==> src/rtl/bullet_controller.sv <==
// Bullet controller: owns one tank's bullet. Spawns it on fire, steps it one
// tile every STEP_FRAMES frame ticks, looks the next tile up in the map store,
// and reports brick destruction or an opponent hit.
module bullet_controller #(
    parameter int STEP_FRAMES = 4,
    parameter int COLS        = 20,
    parameter int ROWS        = 15,
    parameter int PARK        = 31
) (
    input  logic       Clk,
    input  logic       Reset_n,
    input  logic       frame_clk,
    input  logic       fire,
    input  logic [4:0] tank_x,
    input  logic [4:0] tank_y,
    input  logic [1:0] tank_dir,
    input  logic [4:0] opp_x,
    input  logic [4:0] opp_y,
    output logic [8:0] map_rd_idx,
    input  logic [2:0] map_rd_data,
    output logic [4:0] bul_x,
    output logic [4:0] bul_y,
    output logic       bul_active,
    output logic       brk_hit,
    output logic [8:0] brk_idx,
    output logic       tank_hit
);

    typedef enum logic [1:0] {
        ST_IDLE = 2'd0,
        ST_FLY  = 2'd1,
        ST_READ = 2'd2,
        ST_EVAL = 2'd3
    } state_t;

    localparam logic [4:0]        L_PARK  = 5'(PARK);
    localparam logic [3:0]        L_LAST  = 4'(STEP_FRAMES - 1);
    localparam logic signed [5:0] L_COLS  = 6'(COLS);
    localparam logic signed [5:0] L_ROWS  = 6'(ROWS);
    localparam logic [8:0]        L_COLS9 = 9'(COLS);

    state_t      r_state, w_state_nxt;
    logic [1:0]  r_dir, w_dir_nxt;
    logic [3:0]  r_cnt, w_cnt_nxt;
    logic [4:0]  r_bul_x, w_bul_x_nxt;
    logic [4:0]  r_bul_y, w_bul_y_nxt;
    logic        r_active, w_active_nxt;
    logic [8:0]  r_map_idx, w_map_idx_nxt;
    logic [8:0]  r_brk_idx, w_brk_idx_nxt;
    logic        r_brk_hit, w_brk_hit_nxt;
    logic        r_tank_hit, w_tank_hit_nxt;
    logic        r_s1, r_s2, r_s3;

    logic               w_tick;
    logic signed [5:0]  w_dx, w_dy;
    logic signed [5:0]  w_nx, w_ny;
    logic               w_oob;
    logic               w_hit_opp;
    logic [8:0]         w_idx;

    // Bring frame_clk into the Clk domain and keep a delayed copy for edge detect.
    always_ff @(posedge Clk) begin
        if (!Reset_n) begin
            r_s1 <= 1'b0;
            r_s2 <= 1'b0;
            r_s3 <= 1'b0;
        end else begin
            r_s1 <= frame_clk;
            r_s2 <= r_s1;
            r_s3 <= r_s2;
        end
    end

    assign w_tick = r_s2 & ~r_s3;

    // Translate the latched heading into a signed one-tile step.
    always_comb begin
        w_dx = 6'sd0;
        w_dy = 6'sd0;
        case (r_dir)
            2'd0:    w_dy = -6'sd1;
            2'd1:    w_dx =  6'sd1;
            2'd2:    w_dy =  6'sd1;
            2'd3:    w_dx = -6'sd1;
            default: w_dx =  6'sd0;
        endcase
    end

    // Signed arithmetic so stepping off the left/top edge yields -1, not a wrap.
    assign w_nx      = $signed({1'b0, r_bul_x}) + w_dx;
    assign w_ny      = $signed({1'b0, r_bul_y}) + w_dy;
    assign w_oob     = (w_nx < 6'sd0) || (w_nx >= L_COLS) ||
                       (w_ny < 6'sd0) || (w_ny >= L_ROWS);
    assign w_hit_opp = (w_nx[4:0] == opp_x) && (w_ny[4:0] == opp_y);
    assign w_idx     = 9'(w_ny[4:0]) * L_COLS9 + 9'(w_nx[4:0]);

    // Next-state and next-output logic for the bullet life cycle.
    always_comb begin
        w_state_nxt    = r_state;
        w_dir_nxt      = r_dir;
        w_cnt_nxt      = r_cnt;
        w_bul_x_nxt    = r_bul_x;
        w_bul_y_nxt    = r_bul_y;
        w_active_nxt   = r_active;
        w_map_idx_nxt  = r_map_idx;
        w_brk_idx_nxt  = r_brk_idx;
        w_brk_hit_nxt  = 1'b0;
        w_tank_hit_nxt = 1'b0;
        case (r_state)
            ST_IDLE: begin
                if (fire) begin
                    w_dir_nxt    = tank_dir;
                    w_bul_x_nxt  = tank_x;
                    w_bul_y_nxt  = tank_y;
                    w_active_nxt = 1'b1;
                    w_cnt_nxt    = 4'd0;
                    w_state_nxt  = ST_FLY;
                end else begin
                    w_bul_x_nxt  = L_PARK;
                    w_bul_y_nxt  = L_PARK;
                    w_active_nxt = 1'b0;
                end
            end
            ST_FLY: begin
                if (w_tick) begin
                    if (r_cnt != L_LAST) begin
                        w_cnt_nxt = r_cnt + 4'd1;
                    end else if (w_oob) begin
                        w_bul_x_nxt  = L_PARK;
                        w_bul_y_nxt  = L_PARK;
                        w_active_nxt = 1'b0;
                        w_state_nxt  = ST_IDLE;
                    end else if (w_hit_opp) begin
                        w_tank_hit_nxt = 1'b1;
                        w_bul_x_nxt    = L_PARK;
                        w_bul_y_nxt    = L_PARK;
                        w_active_nxt   = 1'b0;
                        w_state_nxt    = ST_IDLE;
                    end else begin
                        w_map_idx_nxt = w_idx;
                        w_state_nxt   = ST_READ;
                    end
                end else begin
                    w_cnt_nxt = r_cnt;
                end
            end
            ST_READ: begin
                w_state_nxt = ST_EVAL;
            end
            ST_EVAL: begin
                case (map_rd_data)
                    3'd0, 3'd6: begin
                        w_bul_x_nxt = w_nx[4:0];
                        w_bul_y_nxt = w_ny[4:0];
                        w_cnt_nxt   = 4'd0;
                        w_state_nxt = ST_FLY;
                    end
                    3'd2: begin
                        w_brk_hit_nxt = 1'b1;
                        w_brk_idx_nxt = w_idx;
                        w_bul_x_nxt   = L_PARK;
                        w_bul_y_nxt   = L_PARK;
                        w_active_nxt  = 1'b0;
                        w_state_nxt   = ST_IDLE;
                    end
                    default: begin
                        w_bul_x_nxt  = L_PARK;
                        w_bul_y_nxt  = L_PARK;
                        w_active_nxt = 1'b0;
                        w_state_nxt  = ST_IDLE;
                    end
                endcase
            end
            default: begin
                w_bul_x_nxt  = L_PARK;
                w_bul_y_nxt  = L_PARK;
                w_active_nxt = 1'b0;
                w_state_nxt  = ST_IDLE;
            end
        endcase
    end

    // State and output registers; reset parks the bullet and clears pulses.
    always_ff @(posedge Clk) begin
        if (!Reset_n) begin
            r_state    <= ST_IDLE;
            r_dir      <= 2'd0;
            r_cnt      <= 4'd0;
            r_bul_x    <= L_PARK;
            r_bul_y    <= L_PARK;
            r_active   <= 1'b0;
            r_map_idx  <= 9'd0;
            r_brk_idx  <= 9'd0;
            r_brk_hit  <= 1'b0;
            r_tank_hit <= 1'b0;
        end else begin
            r_state    <= w_state_nxt;
            r_dir      <= w_dir_nxt;
            r_cnt      <= w_cnt_nxt;
            r_bul_x    <= w_bul_x_nxt;
            r_bul_y    <= w_bul_y_nxt;
            r_active   <= w_active_nxt;
            r_map_idx  <= w_map_idx_nxt;
            r_brk_idx  <= w_brk_idx_nxt;
            r_brk_hit  <= w_brk_hit_nxt;
            r_tank_hit <= w_tank_hit_nxt;
        end
    end

    assign map_rd_idx = r_map_idx;
    assign bul_x      = r_bul_x;
    assign bul_y      = r_bul_y;
    assign bul_active = r_active;
    assign brk_hit    = r_brk_hit;
    assign brk_idx    = r_brk_idx;
    assign tank_hit   = r_tank_hit;

endmodule

==> config.mk <==
export PLATFORM = sky130hd
export DESIGN_NAME = bullet_controller
export DESIGN_NICKNAME = d
export VERILOG_FILES = /design/src/rtl/bullet_controller.sv
export SDC_FILE = /design/constraint.sdc
export NUM_CORES = 1
export LEC_CHECK = 0
export BUFFER_PORTS_ARGS = -buffer_cell sky130_fd_sc_hd__buf_4
export CORE_UTILIZATION = 59
export CTS_CLUSTER_SIZE = 24
export DETAILED_ROUTE_END_ITERATION = 8
export PLACE_DENSITY = 0.85
export SLEW_MARGIN = 20
export SYNTH_ARGS = -nofsm -noshare
export SYNTH_HDL_FRONTEND = slang
export SYNTH_SLANG_ARGS = --single-unit
==> constraint.sdc <==
create_clock -name Clk -period 8.6 [get_ports Clk]
set_clock_uncertainty 0.2 [all_clocks]
set_input_delay 0.43 -clock Clk [delete_from_list [all_inputs] [get_ports Clk]]
set_output_delay 0.43 -clock Clk [all_outputs]
set_load 0.01 [all_outputs]
Yosys cells after proc, flatten, opt, wreduce, memory -nomap -nowiden:

Cells that the tools add are included.

* flip-flop bits (word level): 42
* output and inout port bits: 31
* word-level logic and storage cells: 99

* add/sub/neg operators: 4
* $mul: 1
* order comparisons: 4
* eq/ne operators: 18
* mux-type cells: 33
* bitwise gates (word level): 8
* reduce and logical (&&, ||, !) cells: 18

Operators with widths (number)
* $mux W5: 8
* $pmux W5 S3: 2
* $pmux W6 S2: 2
* $mux W4: 4
* $reduce_and A5 Y1: 3
* $add A6 B6 Y6: 2
* $lt A6 B1 Y1 const B: 2
* $ne A2 B2 Y1 const B: 6
* $pmux W4 S3: 1
* $eq A5 B5 Y1: 2
* $mux W2: 5
* $add A9 B5 Y9: 1
* $mux W1: 9
* $eq A2 B2 Y1 const B: 4
* $pmux W2 S4: 1
* $mul A5 B3 Y7 const B: 1
* $not A1 Y1: 7
* $ge A6 B5 Y1 const B: 1
* $ge A6 B6 Y1 const B: 1
* $reduce_and A2 Y1: 3
* $reduce_or A5 Y1: 1
* $add A4 B1 Y4 const B: 1
* $eq A2 B1 Y1 const B: 2
* $logic_not A2 Y1: 2
* 13 further kinds: 15

Depth between registers and ports, before layout:

Gate-level depths: netlist of the first run.

* depth after elaboration: 11
* gate-level depth with buffers: 17

Worst setup path after synthesis of the first run:

Ideal clock, no wire load.

* path type: reg2reg
* start: register r_dir[0]
* end: register r_brk_idx[8], in the netlist brk_idx[8]
* library setup time: 128 ps
* data arrival time: 3745 ps
* data required time: 8272 ps
* path slack: 4527 ps
* stages on the path, launching flop included: 17
* buffers on the path: 1
* clock period less this slack: 4073 ps
* path through: dfxtp_1 buf_2 nor2_1 ha_1 a21o_1 a21oi_2 xor2_2 inv_2 ha_1 inv_1 fa_1 xnor2_1 or3b_2 xor2_1 xnor2_1 mux2i_1 nor2_1

* word-level cells in the longest chain between the ends: 5
* elaborated cells on any way between the ends: 10
* those cells by class: 3 x add/sub; 1 x mul; 3 x eq/ne; 2 x mux; 1 x reduce/logical

RTL lines
* from (decl): line 43 `logic [1:0] r_dir, w_dir_nxt;`
* from (signal assigned): line 198 `r_dir <= w_dir_nxt;`
* $eq A2 B2 Y1 or $logic_not A2 Y1 (tied branches): line 80 `case (r_dir)`
* $pmux W6 S2: line 80
* $add A6 B6 Y6: line 91 `assign w_ny = $signed({1'b0, r_bul_y}) + w_dy;`
* $mul A5 B3 Y7: line 95 `assign w_idx = 9'(w_ny[4:0]) * L_COLS9 + 9'(w_nx[4:0]);`
* $add A9 B5 Y9 *: line 95
* to (signal assigned): line 204 `r_brk_idx <= w_brk_idx_nxt;`
* to (decl): line 49 `logic [8:0] r_brk_idx, w_brk_idx_nxt;`

Mark *: on every way between the ends. The rest lies on a longest branch, timed or not.
A chain may end at the register's enable or synchronous reset.

Worst setup path after layout of the first run:

Ends and elaborated chain as after synthesis.

==> flow_summary.html, run 1 <==
<table>
<tr><th>Metric</th><th>Value</th></tr>
<tr><th colspan="2">Yosys</th></tr>
<tr><td>Synth Net Count</td><td>363</td></tr>
<tr><td>Count of yosys warnings during synthesis</td><td>0</td></tr>
<tr><td>Syn_area_per_cell</td><td>8.97 um2</td></tr>
<tr><td>Post-synthesis instance area</td><td>2820 um2</td></tr>
<tr><td>Post-synth ARST share</td><td>0%</td></tr>
<tr><td>Post-synthesis sequential element count</td><td>42</td></tr>
<tr><td>Most used standard cells in the synthesized netlist</td><td>sky130_fd_sc_hd__dfxtp_1, sky130_fd_sc_hd__nor2_1, sky130_fd_sc_hd__nand2_1</td></tr>
<tr><td>Area share of the largest cell type after synthesis</td><td>29.9%</td></tr>
<tr><td>Number of library cell types mapped by synthesis</td><td>58</td></tr>
<tr><td>Primary FF master, synth</td><td>sky130_fd_sc_hd__dfxtp_1</td></tr>
<tr><td>Count leader, synth</td><td>sky130_fd_sc_hd__dfxtp_1</td></tr>
<tr><td>Cells taking the most area after synthesis</td><td>sky130_fd_sc_hd__dfxtp_1, sky130_fd_sc_hd__ha_1, sky130_fd_sc_hd__mux2_4</td></tr>
<tr><td>Number of flops mapped to enable cells by yosys</td><td>0</td></tr>
<tr><td>Cell type with the largest total area after synthesis</td><td>sky130_fd_sc_hd__dfxtp_1</td></tr>
<tr><td>Sequential fraction of the synthesis area</td><td>29.9%</td></tr>
<tr><td>Synth Instances</td><td>314</td></tr>
<tr><th colspan="2">Finish</th></tr>
<tr><td>Final net count</td><td>415</td></tr>
<tr><td>Antenna fix cells</td><td>0</td></tr>
<tr><td>Layout Utilization</td><td>74.6%</td></tr>
<tr><td>Share of final-layout standard cells stronger than drive strength 1</td><td>24.8%</td></tr>
<tr><td>Syn-to-layout area delta</td><td>18.6%</td></tr>
<tr><th colspan="2">Timing</th></tr>
<tr><td>Number of slew-limit violations in the final report</td><td>0</td></tr>
<tr><td>Max-Slew Margin vs Limit</td><td>28.0%</td></tr>
<tr><td>Post-Route Setup TNS</td><td>0 ns</td></tr>
<tr><td>Fmax</td><td>0.228 GHz</td></tr>
<tr><td>Hold Vio Cnt, Final</td><td>0</td></tr>
<tr><td>Final setup fails</td><td>0</td></tr>
<tr><td>Worst-Margin Slew</td><td>1.08 ns</td></tr>
<tr><td>Unrepaired setup endpoints after global routing</td><td>no</td></tr>
<tr><td>Final worst path period need</td><td>4.39 ns</td></tr>
<tr><td>Portion of the clock cycle consumed by the worst path in the final layout</td><td>51.1%</td></tr>
<tr><th colspan="2">GRT</th></tr>
<tr><td>Number of antenna violations at the first check in global routing</td><td>0</td></tr>
<tr><td>Wire length of the first global-routing pass</td><td>11.4 mm</td></tr>
<tr><td>Pin count of the biggest net entering global routing</td><td>32</td></tr>
<tr><td>Vias in the first global route</td><td>2497</td></tr>
<tr><td>Total Routing Usage GR</td><td>28.9%</td></tr>
<tr><td>Aggregate global routing overflow</td><td>0</td></tr>
<tr><th colspan="2">Clock network</th></tr>
<tr><td>Clock tree from TritonCTS</td><td>yes</td></tr>
<tr><td>TritonCTS Buffers</td><td>5</td></tr>
<tr><td>Clock tree buffer depth</td><td>2</td></tr>
<tr><td>Clock sinks</td><td>42</td></tr>
<tr><td>Number of buffers added for setup after CTS</td><td>0</td></tr>
<tr><td>Number of buffers inserted by hold repair at cts</td><td>0</td></tr>
<tr><td>Clock tree root buffer cell</td><td>sky130_fd_sc_hd__clkbuf_8</td></tr>
<tr><td>Worst-path clk slew</td><td>0.09 ns</td></tr>
<tr><td>Clk Latency, worst-skew pair</td><td>0.31 ns</td></tr>
<tr><td>CTS HTree Levels</td><td>2</td></tr>
<tr><td>Cts repair resizes</td><td>0</td></tr>
<tr><th colspan="2">Route</th></tr>
<tr><td>Count of TritonRoute iterations in the first routing pass</td><td>6</td></tr>
<tr><td>DRC violations left</td><td>3</td></tr>
<tr><td>Drt first-iter violations</td><td>203</td></tr>
<tr><td>Detailed-route via count</td><td>2512</td></tr>
<tr><td>Average detailed-routed wire length per instance</td><td>16.5 um</td></tr>
<tr><td>Post-route ant nets</td><td>0</td></tr>
<tr><td>Final Routed Wirelength</td><td>6.90 mm</td></tr>
<tr><td>Routed via count divided by cell count</td><td>6.00</td></tr>
<tr><th colspan="2">Status</th></tr>
<tr><td>Violated checks</td><td>design-rule violations</td></tr>
<tr><td>Status</td><td>finished, violations left</td></tr>
<tr><th colspan="2">Die</th></tr>
<tr><td>Initial standard-cell utilization of the core</td><td>62.9%</td></tr>
<tr><td>Core area</td><td>4470 um2</td></tr>
<tr><td>Number of top-level pins</td><td>60</td></tr>
<tr><td>Number of placement rows</td><td>24</td></tr>
<tr><td>Width of the chip</td><td>71.1 um</td></tr>
<tr><td>Die footprint</td><td>5050 um2</td></tr>
<tr><td>Die outline height</td><td>71.1 um</td></tr>
<tr><th colspan="2">Worst setup path</th></tr>
<tr><td>Required time of the critical path</td><td>8.64 ns</td></tr>
<tr><td>Worst setup slack for register-to-register paths</td><td>4.21 ns</td></tr>
<tr><td>Critical R2R Launch</td><td>r_dir[0]</td></tr>
<tr><td>Startpoint class of the critical path</td><td>flop</td></tr>
<tr><td>Worst EP arrival</td><td>4.43 ns</td></tr>
<tr><td>Category of the critical setup timing path</td><td>flop to flop</td></tr>
<tr><td>Crit. End Element</td><td>flop</td></tr>
<tr><td>Largest fanout on the critical path</td><td>10</td></tr>
<tr><td>Worst setup path start</td><td>r_dir[0]</td></tr>
<tr><th colspan="2">Worst hold path</th></tr>
<tr><td>Launch point of the worst hold path</td><td>map_rd_data[0]</td></tr>
<tr><td>Worst min-delay path category</td><td>primary input to flop</td></tr>
<tr><th colspan="2">Power</th></tr>
<tr><td>Maximum vdd drop</td><td>0.000132 V</td></tr>
<tr><td>PwrDens</td><td>164 nW/um2</td></tr>
<tr><td>Leakage</td><td>1.35 nW</td></tr>
<tr><td>Total Power</td><td>0.000549 W</td></tr>
<tr><th colspan="2">Flow run</th></tr>
<tr><td>Max-capacitance violation count</td><td>0</td></tr>
<tr><th colspan="2">Placement</th></tr>
<tr><td>Hpwl dp</td><td>5.16 mm</td></tr>
<tr><td>Input/output buffers</td><td>59</td></tr>
<tr><td>Placer's final routability congestion estimate</td><td>0.865</td></tr>
</table>
-- cell usage in the layout, fill, tap and decap left out, types with 4 or more instances in the layout --
| cell type | Yosys | layout |
|---|---|---|
| sky130_fd_sc_hd__mux2i_1 | 12 | 12 |
| sky130_fd_sc_hd__o21ai_0 | 14 | 14 |
| sky130_fd_sc_hd__ha_1 | 17 | 17 |
| sky130_fd_sc_hd__xor2_1 | 10 | 10 |
| sky130_fd_sc_hd__nand2_1 | 26 | 26 |
| sky130_fd_sc_hd__dfxtp_1 | 42 | 42 |
| sky130_fd_sc_hd__clkbuf_8 | 0 | 5 |
| sky130_fd_sc_hd__nor4_1 | 4 | 4 |
| sky130_fd_sc_hd__a21oi_1 | 19 | 19 |
| sky130_fd_sc_hd__a21o_1 | 4 | 4 |
| sky130_fd_sc_hd__inv_1 | 9 | 9 |
| sky130_fd_sc_hd__buf_4 | 1 | 59 |
| sky130_fd_sc_hd__mux2_4 | 9 | 9 |
| sky130_fd_sc_hd__xnor2_1 | 13 | 13 |
| sky130_fd_sc_hd__nor2_1 | 27 | 27 |
| sky130_fd_sc_hd__nand2b_1 | 14 | 14 |
| sky130_fd_sc_hd__nand3_1 | 11 | 11 |
| sky130_fd_sc_hd__o22ai_1 | 10 | 10 |
| sky130_fd_sc_hd__nor2b_1 | 4 | 4 |
| sky130_fd_sc_hd__and2_1 | 6 | 6 |
-- registers in the layout, indices dropped and copies added (netlist names), named ones only --
| name | count |
|---|---|
| brk_hit | 1 |
| brk_idx | 9 |
| bul_active | 1 |
| bul_x | 5 |
| bul_y | 5 |
| map_rd_idx | 9 |
| r_cnt | 4 |
| r_dir | 2 |
| r_s1 | 1 |
| r_s2 | 1 |
| r_s3 | 1 |
| r_state | 1 |
| tank_hit | 1 |
-- logic make-up (layout without fill, tap and decap cells) --
group	after synthesis	after routing	synth area share (%)
muxes	22	22	9.47
adders and majority gates	20	20	9.69
AOI/OAI and AO/OA	70	70	17.5
xor gates and xnor gates	25	25	8.53
and+or+nand+nor	111	111	20.9
buffers and inverters	24	77	4.04
DFF	42	42	29.9
-- per-layer routing --
metal  wire length, um  vias to the layer above  global-route usage, %
met5                 0                        -                      0
met4               156                        0                   12.4
met3               437                       16                   6.55
met2              3290                       79                   48.2
met1              3020                     1194                   36.0
li1                  -                     1223                      -
-- critical path, cell delays in order (launching register included) --
cell and delay [ns]:
sky130_fd_sc_hd__dfxtp_1 0.42, sky130_fd_sc_hd__nor2_1 0.49, sky130_fd_sc_hd__ha_1 0.38, sky130_fd_sc_hd__a21o_1 0.19
sky130_fd_sc_hd__a21oi_2 0.23, sky130_fd_sc_hd__xor2_2 0.26, sky130_fd_sc_hd__inv_2 0.11, sky130_fd_sc_hd__ha_1 0.30
sky130_fd_sc_hd__inv_1 0.06, sky130_fd_sc_hd__fa_1 0.44, sky130_fd_sc_hd__xnor2_1 0.21, sky130_fd_sc_hd__or3b_2 0.47
sky130_fd_sc_hd__xor2_1 0.16, sky130_fd_sc_hd__xnor2_1 0.19, sky130_fd_sc_hd__mux2i_1 0.10, sky130_fd_sc_hd__nor2_1 0.12
-- cell type report --
cell class              count  area [um2]
clock inverters             3        23.8
multi-input cells         248        1860
flip-flops and latches     42         841
repair buffers             59         443
fillers                   353        1130
well taps                  52        65.1
inverters                  10        37.5
clock buffers               5        68.8
-- metrics by stage --
step	std cells	cell area, um2	hold WS, ns	setup slack, ns
global route	419	3340	0.105	3.81
global placement	411	3250	0.214	4.37
detailed placement	411	3250	0.232	4.23
finish	419	3340	0.0948	4.21
floorplan	314	2820	0.212	4.53
CTS	419	3340	0.0959	4.20
-- path summary, 6_finish.rpt --
path / end / depth (start not counted)
setup reg to reg: brk_idx[8] / 15
hold reg to reg: r_s2 / 1
setup / recovery: brk_idx[8] / 15
hold / removal: brk_hit / 2
-- where the power goes --
group	internal [W]	total, W	switching, W
Sequential	0.000198	0.000204	0.00000600
Combinational	0.0000925	0.000208	0.000116
Clock	0.0000581	0.000137	0.0000784
Total	0.000349	0.000549	0.000200
Power figures use the tool's default switching activity.
==> run 2, diff against run 1 <==
ABC_AREA = 1   (was unset)
CORE_UTILIZATION = 50   (was 59)
PLACE_DENSITY = 0.77   (was 0.85)
clock period = 3.7 ns   (was 8.6 ns; I/O delays follow)
==> flow_summary.html, run 2 <==
<table>
<tr><th>Metric</th><th>Value</th></tr>
<tr><th colspan="2">Yosys</th></tr>
<tr><td>Synth Net Count</td><td>474 (+31%)</td></tr>
<tr><td>Sequential fraction of the synthesis area</td><td>29.7% (-0.20 points)</td></tr>
<tr><td>Primary FF master, synth</td><td>sky130_fd_sc_hd__dfxtp_1</td></tr>
<tr><td>Cell type with the largest total area after synthesis</td><td>sky130_fd_sc_hd__dfxtp_1</td></tr>
<tr><td>Number of library cell types mapped by synthesis</td><td>32 (-45%)</td></tr>
<tr><td>Cells taking the most area after synthesis</td><td>sky130_fd_sc_hd__dfxtp_1, sky130_fd_sc_hd__nand2_1, sky130_fd_sc_hd__inv_1</td></tr>
<tr><td>Synth Instances</td><td>425 (+35%)</td></tr>
<tr><td>Post-synth ARST share</td><td>0% (unchanged)</td></tr>
<tr><td>Count leader, synth</td><td>sky130_fd_sc_hd__nand2_1</td></tr>
<tr><td>Syn_area_per_cell</td><td>6.67 um2 (-26%)</td></tr>
<tr><td>Area share of the largest cell type after synthesis</td><td>29.7% (-0.20 points)</td></tr>
<tr><td>Count of yosys warnings during synthesis</td><td>0 (unchanged)</td></tr>
<tr><td>Number of flops mapped to enable cells by yosys</td><td>0 (unchanged)</td></tr>
<tr><td>Most used standard cells in the synthesized netlist</td><td>sky130_fd_sc_hd__nand2_1, sky130_fd_sc_hd__inv_1, sky130_fd_sc_hd__nor2_1</td></tr>
<tr><td>Post-synthesis instance area</td><td>2830 um2 (+0.67%)</td></tr>
<tr><td>Post-synthesis sequential element count</td><td>42 (unchanged)</td></tr>
<tr><th colspan="2">Route</th></tr>
<tr><td>Post-route ant nets</td><td>0 (unchanged)</td></tr>
<tr><td>Final Routed Wirelength</td><td>7.29 mm (+5.6%)</td></tr>
<tr><td>Routed via count divided by cell count</td><td>5.12 (-15%)</td></tr>
<tr><td>DRC violations left</td><td>0 (-3)</td></tr>
<tr><td>Count of TritonRoute iterations in the first routing pass</td><td>4 (-2)</td></tr>
<tr><td>Average detailed-routed wire length per instance</td><td>13.0 um (-21%)</td></tr>
<tr><td>Drt first-iter violations</td><td>197 (-3.0%)</td></tr>
<tr><td>Detailed-route via count</td><td>2865 (+14%)</td></tr>
<tr><th colspan="2">GRT</th></tr>
<tr><td>GRT met1 Usage</td><td>31.7% (-4.3 points)</td></tr>
<tr><td>Routing usage on met3</td><td>4.40% (-2.1 points)</td></tr>
<tr><td>Most used routing layer</td><td>met2</td></tr>
<tr><td>Number of antenna violations at the first check in global routing</td><td>0 (unchanged)</td></tr>
<tr><td>Pin count of the biggest net entering global routing</td><td>34 (+6.3%)</td></tr>
<tr><td>Vias in the first global route</td><td>2620 (+4.9%)</td></tr>
<tr><td>Wire length of the first global-routing pass</td><td>12.0 mm (+5.0%)</td></tr>
<tr><td>Aggregate global routing overflow</td><td>0 (unchanged)</td></tr>
<tr><td>Met2 global-route usage</td><td>44.0% (-4.2 points)</td></tr>
<tr><td>Total Routing Usage GR</td><td>25.7% (-3.2 points)</td></tr>
<tr><th colspan="2">Clock network</th></tr>
<tr><td>Clock tree root buffer cell</td><td>sky130_fd_sc_hd__clkbuf_8</td></tr>
<tr><td>Clock sinks</td><td>42 (unchanged)</td></tr>
<tr><td>Clock tree buffer depth</td><td>2 (unchanged)</td></tr>
<tr><td>Worst-path clk slew</td><td>0.09 ns (about the same)</td></tr>
<tr><td>Clock tree from TritonCTS</td><td>yes</td></tr>
<tr><td>CTS HTree Levels</td><td>2 (unchanged)</td></tr>
<tr><td>Clk Latency, worst-skew pair</td><td>0.31 ns (about the same)</td></tr>
<tr><td>TritonCTS Buffers</td><td>5 (unchanged)</td></tr>
<tr><th colspan="2">Worst setup path</th></tr>
<tr><td>Destination of the critical timing path</td><td>brk_idx[7]</td></tr>
<tr><td>Worst EP arrival</td><td>3.41 ns (-1.02 ns)</td></tr>
<tr><td>Worst setup path start</td><td>r_dir[1]</td></tr>
<tr><td>Required time of the critical path</td><td>3.71 ns (-4.93 ns)</td></tr>
<tr><td>Critical R2R Launch</td><td>r_dir[1]</td></tr>
<tr><td>Startpoint class of the critical path</td><td>flop</td></tr>
<tr><td>Crit. End Element</td><td>flop</td></tr>
<tr><td>Endpoint of the lowest-slack register-to-register path</td><td>brk_idx[7]</td></tr>
<tr><td>Category of the critical setup timing path</td><td>flop to flop</td></tr>
<tr><td>Worst setup slack for register-to-register paths</td><td>0.30 ns (-3.91 ns)</td></tr>
<tr><td>Cell count of the worst reg-to-reg path</td><td>15 (unchanged)</td></tr>
<tr><td>Largest fanout on the critical path</td><td>7 (-3)</td></tr>
<tr><th colspan="2">Timing</th></tr>
<tr><td>Max-Slew Margin vs Limit</td><td>66.3% (+38 points)</td></tr>
<tr><td>Hold Vio Cnt, Final</td><td>0 (unchanged)</td></tr>
<tr><td>Portion of the clock cycle consumed by the worst path in the final layout</td><td>91.9% (+41 points)</td></tr>
<tr><td>Fmax</td><td>0.294 GHz (+29%)</td></tr>
<tr><td>Final setup fails</td><td>0 (unchanged)</td></tr>
<tr><td>Unrepaired setup endpoints after global routing</td><td>no</td></tr>
<tr><td>Number of slew-limit violations in the final report</td><td>0 (unchanged)</td></tr>
<tr><td>Post-Route Setup TNS</td><td>0 ns (unchanged)</td></tr>
<tr><td>Worst-Margin Slew</td><td>0.504 ns (-0.572 ns)</td></tr>
<tr><td>Final worst path period need</td><td>3.40 ns (-0.991 ns)</td></tr>
<tr><th colspan="2">Die</th></tr>
<tr><td>Die footprint</td><td>5970 um2 (+18%)</td></tr>
<tr><td>Width of the chip</td><td>77.3 um (+8.7%)</td></tr>
<tr><td>Number of placement rows</td><td>27 (+13%)</td></tr>
<tr><td>Number of top-level pins</td><td>60 (unchanged)</td></tr>
<tr><td>Initial standard-cell utilization of the core</td><td>51.8% (-11 points)</td></tr>
<tr><td>Die outline height</td><td>77.3 um (+8.7%)</td></tr>
<tr><td>Core area</td><td>5470 um2 (+22%)</td></tr>
<tr><th colspan="2">Power</th></tr>
<tr><td>Leakage</td><td>1.83 nW (+36%)</td></tr>
<tr><td>Maximum vdd drop</td><td>0.000229 V (+73%)</td></tr>
<tr><td>PwrDens</td><td>463 nW/um2 (+180%)</td></tr>
<tr><td>Total Power</td><td>0.00160 W (+190%)</td></tr>
<tr><th colspan="2">Finish</th></tr>
<tr><td>Top library cells by usage in the layout, fill and taps aside</td><td>sky130_fd_sc_hd__nand2_1, sky130_fd_sc_hd__inv_1, sky130_fd_sc_hd__buf_4, sky130_fd_sc_hd__nor2_1, sky130_fd_sc_hd__dfxtp_1</td></tr>
<tr><td>Syn-to-layout area delta</td><td>22.0%</td></tr>
<tr><td>Antenna fix cells</td><td>0 (unchanged)</td></tr>
<tr><td>Share of final-layout standard cells stronger than drive strength 1</td><td>19.3% (-5.5 points)</td></tr>
<tr><td>Most common library cell in the layout ignoring fill and taps</td><td>sky130_fd_sc_hd__nand2_1</td></tr>
<tr><td>Final net count</td><td>536 (+29%)</td></tr>
<tr><th colspan="2">Placement</th></tr>
<tr><td>Hpwl dp</td><td>5.58 mm (+8.2%)</td></tr>
<tr><td>Input/output buffers</td><td>59 (unchanged)</td></tr>
<tr><td>Placer's final routability congestion estimate</td><td>1.05 (+21%)</td></tr>
<tr><th colspan="2">Worst hold path</th></tr>
<tr><td>Worst min-delay path category</td><td>primary input to flop</td></tr>
<tr><th colspan="2">Status</th></tr>
<tr><td>Status</td><td>complete, no violations</td></tr>
<tr><th colspan="2">Flow run</th></tr>
<tr><td>Max-capacitance violation count</td><td>0 (unchanged)</td></tr>
</table>
[run 2: area by class of cell]
class	count	area (um2)
inverter	74	279
timing repair buffer	66	503
clock buffer	5	68.8
multi-input combinational	298	1650
clock inverter	3	23.8
tap	72	90.1
sequential	42	842
fill	496	2020
[run 2: what timing repair did]
action / in CTS / in global routing
hold buffers: 3 / 0
buffers inserted: 0 / 0
endpoints found under the hold margin: 3 / 0
endpoints found under the setup margin: 0 / 1
resized for setup: 0 / 1
[run 2: worst min path at each step]
stage | from | endpoint | cells after the start
finish | map_rd_data[0] | r_state[0] | 4
global route | Reset_n | bul_y[0] | 2
CTS | map_rd_data[0] | r_state[0] | 4
detailed placement | frame_clk | r_s1 | 3
global placement | frame_clk | r_s1 | 3
floorplan | frame_clk | r_s1 | 2
[run 2: critical path: stages (launching register included)]
cell and delay, ns:
sky130_fd_sc_hd__dfxtp_1 0.45, sky130_fd_sc_hd__nor2_1 0.09, sky130_fd_sc_hd__ha_1 0.37, sky130_fd_sc_hd__a21oi_1 0.24
sky130_fd_sc_hd__nand3b_1 0.15, sky130_fd_sc_hd__nand2_1 0.14, sky130_fd_sc_hd__inv_1 0.07, sky130_fd_sc_hd__ha_1 0.29
sky130_fd_sc_hd__ha_1 0.21, sky130_fd_sc_hd__inv_1 0.07, sky130_fd_sc_hd__fa_1 0.40, sky130_fd_sc_hd__inv_1 0.11
sky130_fd_sc_hd__nand3_1 0.10, sky130_fd_sc_hd__xor2_1 0.17, sky130_fd_sc_hd__o21ai_0 0.17, sky130_fd_sc_hd__inv_1 0.06
[run 2: cell families after synthesis]
family                   synth area share, %
XOR/XNOR                                4.02
buffers and inverters                   12.1
AND/OR/NAND/NOR                         36.5
adder cells (fa/ha/maj)                 9.62
AO/OA/AOI/OAI                           8.12
flip-flops                              29.7
[run 2: metrics by stage]
stage / worst slack [ns] / hold WS (ns) / instances / utilization (%) / cell area (um2)
6_report: 0.300 / 0.0344 / 560 / 63.2 / 3460
5_1_grt: 0.0145 / 0.0550 / 560 / 63.2 / 3460
4_1_cts: 0.273 / 0.0236 / 560 / 63.1 / 3460
3_5_place_dp: 0.295 / 0.180 / 549 / 60.9 / 3330
3_3_place_gp: 0.426 / 0.175 / 549 / 60.9 / 3330
2_1_floorplan: 0.334 / 0.0826 / 425 / - / 2830
[run 2: where the power goes]
group          leakage (nW)  switching (W)  total (W)  internal, W
Combinational          1.45       0.000484   0.000788     0.000304
Sequential            0.343      0.0000243   0.000497     0.000473
Clock                0.0408       0.000179   0.000314     0.000135
Total                  1.83       0.000687    0.00160     0.000912
[run 2: metal layers]
layer  vias to the layer above  share of wire (%)
li1                       1478                  -
met1                      1283                 44
met2                        91                 47
met3                        13                6.5
met4                         0                2.1
met5                         -                  0
==> run 3, diff against run 2 <==
BUFFER_PORTS_ARGS = -buffer_cell sky130_fd_sc_hd__buf_2   (was -buffer_cell sky130_fd_sc_hd__buf_4)
==> flow_summary.html, run 3 (same netlist as run 2, synthesis figures left out) <==
<table>
<tr><th>Metric</th><th>Value</th></tr>
<tr><th colspan="2">Die</th></tr>
<tr><td>Core area</td><td>5470 um2 (unchanged)</td></tr>
<tr><td>Die outline height</td><td>77.3 um (unchanged)</td></tr>
<tr><td>Width of the chip</td><td>77.3 um (unchanged)</td></tr>
<tr><td>Number of top-level pins</td><td>60 (unchanged)</td></tr>
<tr><td>Initial standard-cell utilization of the core</td><td>51.8% (unchanged)</td></tr>
<tr><td>Die footprint</td><td>5970 um2 (unchanged)</td></tr>
<tr><td>Number of placement rows</td><td>27 (unchanged)</td></tr>
<tr><th colspan="2">Power</th></tr>
<tr><td>Total Power</td><td>0.00156 W (-2.6%)</td></tr>
<tr><td>Leakage</td><td>1.79 nW (-2.1%)</td></tr>
<tr><td>PwrDens</td><td>472 nW/um2 (+2.1%)</td></tr>
<tr><td>Maximum vdd drop</td><td>0.000268 V (+17%)</td></tr>
<tr><th colspan="2">Clock network</th></tr>
<tr><td>Clk Latency, worst-skew pair</td><td>0.30 ns (about the same)</td></tr>
<tr><td>Number of buffers added for setup after CTS</td><td>0 (unchanged)</td></tr>
<tr><td>TritonCTS Buffers</td><td>5 (unchanged)</td></tr>
<tr><td>Clock tree buffer depth</td><td>2 (unchanged)</td></tr>
<tr><td>CTS HTree Levels</td><td>2 (unchanged)</td></tr>
<tr><td>Clock tree root buffer cell</td><td>sky130_fd_sc_hd__clkbuf_8</td></tr>
<tr><td>Clock sinks</td><td>42 (unchanged)</td></tr>
<tr><td>Clock tree from TritonCTS</td><td>yes</td></tr>
<tr><td>Worst-path clk slew</td><td>0.08 ns (about the same)</td></tr>
<tr><th colspan="2">Worst hold path</th></tr>
<tr><td>End point of the most critical hold path</td><td>r_dir[0]</td></tr>
<tr><td>Launch point of the worst hold path</td><td>tank_dir[0]</td></tr>
<tr><td>Worst min-delay path category</td><td>primary input to flop</td></tr>
<tr><td>Cells on Worst Hold Path</td><td>3 (-1)</td></tr>
<tr><th colspan="2">Worst setup path</th></tr>
<tr><td>Required time of the critical path</td><td>3.70 ns (about the same)</td></tr>
<tr><td>Cell count of the worst reg-to-reg path</td><td>15 (unchanged)</td></tr>
<tr><td>Crit. End Element</td><td>flop</td></tr>
<tr><td>Endpoint of the lowest-slack register-to-register path</td><td>brk_idx[7]</td></tr>
<tr><td>Cells along the critical path</td><td>nor2_1 &gt; ha_1 &gt; a21oi_1 &gt; nand3b_1 &gt; nand2_1 &gt; inv_1 &gt; ha_1 &gt; ha_1 &gt; inv_1 &gt; fa_1 &gt; inv_1 &gt; nand3_1 &gt; xor2_1 &gt; o21ai_0 &gt; inv_1</td></tr>
<tr><td>Largest fanout on the critical path</td><td>7 (unchanged)</td></tr>
<tr><td>Worst EP arrival</td><td>3.41 ns (about the same)</td></tr>
<tr><td>Most used cell along the critical path</td><td>sky130_fd_sc_hd__inv_1</td></tr>
<tr><td>Slowest cell on the critical path</td><td>sky130_fd_sc_hd__dfxtp_1</td></tr>
<tr><td>Worst setup slack for register-to-register paths</td><td>0.29 ns (about the same)</td></tr>
<tr><td>Worst path buffer plus inverter count</td><td>4 (unchanged)</td></tr>
<tr><td>Startpoint class of the critical path</td><td>flop</td></tr>
<tr><td>Cell type group with the largest total delay on the critical path</td><td>adder cells</td></tr>
<tr><td>CP max stage delay</td><td>0.47 ns (+0.02 ns)</td></tr>
<tr><td>Category of the critical setup timing path</td><td>flop to flop</td></tr>
<tr><td>Critical R2R Launch</td><td>r_dir[1]</td></tr>
<tr><th colspan="2">Timing</th></tr>
<tr><td>Unrepaired setup endpoints after global routing</td><td>no</td></tr>
<tr><td>Final hold slack</td><td>0.0255 ns (-0.00886 ns)</td></tr>
<tr><td>Fmax</td><td>0.294 GHz (-0.15%)</td></tr>
<tr><td>Max-Slew Margin vs Limit</td><td>62.1% (-4.2 points)</td></tr>
<tr><td>Hold Vio Cnt, Final</td><td>0 (unchanged)</td></tr>
<tr><td>Final setup fails</td><td>0 (unchanged)</td></tr>
<tr><td>Portion of the clock cycle consumed by the worst path in the final layout</td><td>92.0% (+0.14 points)</td></tr>
<tr><td>Final worst path period need</td><td>3.41 ns (+0.00505 ns)</td></tr>
<tr><td>Number of slew-limit violations in the final report</td><td>0 (unchanged)</td></tr>
<tr><td>Worst-Margin Slew</td><td>0.569 ns (+0.0647 ns)</td></tr>
<tr><td>Post-Route Setup TNS</td><td>0 ns (unchanged)</td></tr>
<tr><th colspan="2">Route</th></tr>
<tr><td>Metal2 WL</td><td>3.28 mm (-4.2%)</td></tr>
<tr><td>Routed via count divided by cell count</td><td>5.07 (-0.87%)</td></tr>
<tr><td>Final Routed Wirelength</td><td>7.21 mm (-1.1%)</td></tr>
<tr><td>Detailed-route via count</td><td>2835 (-1.0%)</td></tr>
<tr><td>Post-route ant nets</td><td>0 (unchanged)</td></tr>
<tr><td>DRC violations left</td><td>0 (unchanged)</td></tr>
<tr><td>Average detailed-routed wire length per instance</td><td>12.9 um (-0.89%)</td></tr>
<tr><td>Total length of routed met3 wires</td><td>426 um (-11%)</td></tr>
<tr><td>M1 WL</td><td>3.27 mm (+1.3%)</td></tr>
<tr><td>Count of TritonRoute iterations in the first routing pass</td><td>4 (unchanged)</td></tr>
<tr><td>Drt first-iter violations</td><td>185 (-6.1%)</td></tr>
<tr><td>Max layer used</td><td>met4</td></tr>
<tr><th colspan="2">Placement</th></tr>
<tr><td>Placer's final routability congestion estimate</td><td>1.06 (+0.96%)</td></tr>
<tr><td>Hpwl dp</td><td>5.55 mm (-0.44%)</td></tr>
<tr><td>Area after detailed placement</td><td>3190 um2 (-4.4%)</td></tr>
<tr><td>Input/output buffers</td><td>59 (unchanged)</td></tr>
<tr><th colspan="2">GRT</th></tr>
<tr><td>Number of antenna violations at the first check in global routing</td><td>0 (unchanged)</td></tr>
<tr><td>Vias in the first global route</td><td>2662 (+1.6%)</td></tr>
<tr><td>Total Routing Usage GR</td><td>26.0% (+0.32 points)</td></tr>
<tr><td>Wire length of the first global-routing pass</td><td>12.2 mm (+1.4%)</td></tr>
<tr><td>Pin count of the biggest net entering global routing</td><td>34 (unchanged)</td></tr>
<tr><td>Aggregate global routing overflow</td><td>0 (unchanged)</td></tr>
<tr><th colspan="2">Status</th></tr>
<tr><td>Status</td><td>complete, no violations</td></tr>
<tr><th colspan="2">Finish</th></tr>
<tr><td>Antenna fix cells</td><td>0 (unchanged)</td></tr>
<tr><td>Share of final-layout standard cells stronger than drive strength 1</td><td>19.3% (+0.040 points)</td></tr>
<tr><td>Final net count</td><td>535 (-0.19%)</td></tr>
<tr><td>Most common library cell in the layout ignoring fill and taps</td><td>sky130_fd_sc_hd__nand2_1</td></tr>
<tr><td>Top library cells by usage in the layout, fill and taps aside</td><td>sky130_fd_sc_hd__nand2_1, sky130_fd_sc_hd__inv_1, sky130_fd_sc_hd__buf_2, sky130_fd_sc_hd__nor2_1, sky130_fd_sc_hd__dfxtp_1</td></tr>
<tr><td>Syn-to-layout area delta</td><td>16.3%</td></tr>
<tr><td>Fin area</td><td>3300 um2 (-4.6%)</td></tr>
<tr><th colspan="2">Flow run</th></tr>
<tr><td>Max-capacitance violation count</td><td>0 (unchanged)</td></tr>
</table>
-- run 3: how the worst max path moves through the flow --
stage | end | from | cells past startpoint | slack, ns
2_1_floorplan | brk_idx[8] | r_dir[0] | 17 | 0.33
3_3_place_gp | brk_idx[8] | r_dir[0] | 16 | 0.42
3_5_place_dp | brk_idx[8] | r_dir[0] | 16 | 0.31
4_1_cts | brk_idx[7] | r_dir[0] | 15 | 0.29
5_1_grt | brk_idx[8] | r_dir[1] | 16 | 0.05
6_report | brk_idx[7] | r_dir[1] | 15 | 0.29
-- run 3: area by class of cell --
type                    count  area (um2)
inverters                  74         279
multi-input cells         298        1650
clock inverters             3        21.3
fillers                   542        2180
well taps                  72        90.1
flip-flops and latches     42         842
repair buffers             65         345
clock buffers               5        68.8
-- run 3: power breakdown --
part           internal, W  switching, W
Clock             0.000133      0.000171
Combinational     0.000288      0.000469
Sequential        0.000473     0.0000241
Total             0.000893      0.000665
-- run 3: repair_timing --
item                                    in CTS  in global routing
gates resized for setup                      0                  1
hold buffers                                 2                  0
endpoints found under the hold margin        2                  0
endpoints found under the setup margin       0                  1
-- run 3: worst reg2reg max path, cell delays in order, from the launching register on --
cell and delay (ns):
sky130_fd_sc_hd__dfxtp_1 0.47, sky130_fd_sc_hd__nor2_1 0.10, sky130_fd_sc_hd__ha_1 0.36, sky130_fd_sc_hd__a21oi_1 0.24, sky130_fd_sc_hd__nand3b_1 0.16, sky130_fd_sc_hd__nand2_1 0.14, sky130_fd_sc_hd__inv_1 0.07, sky130_fd_sc_hd__ha_1 0.27
sky130_fd_sc_hd__ha_1 0.21, sky130_fd_sc_hd__inv_1 0.07, sky130_fd_sc_hd__fa_1 0.40, sky130_fd_sc_hd__inv_1 0.11, sky130_fd_sc_hd__nand3_1 0.10, sky130_fd_sc_hd__xor2_1 0.16, sky130_fd_sc_hd__o21ai_0 0.19, sky130_fd_sc_hd__inv_1 0.05
-- run 3: stage by stage --
stage | setup WS (ns) | std cells | util [%]
floorplan | 0.334 | 425 | -
global placement | 0.422 | 549 | 58.2
detailed placement | 0.314 | 549 | 58.2
CTS | 0.290 | 559 | 60.2
global route | 0.0472 | 559 | 60.2
finish | 0.295 | 559 | 60.2
-- run 3: per-layer routing --
layer	vias up	GRT usage [%]
met5	-	0
met1	1237	33.2
met4	0	12.8
met3	21	4.17
li1	1469	-
met2	108	42.2
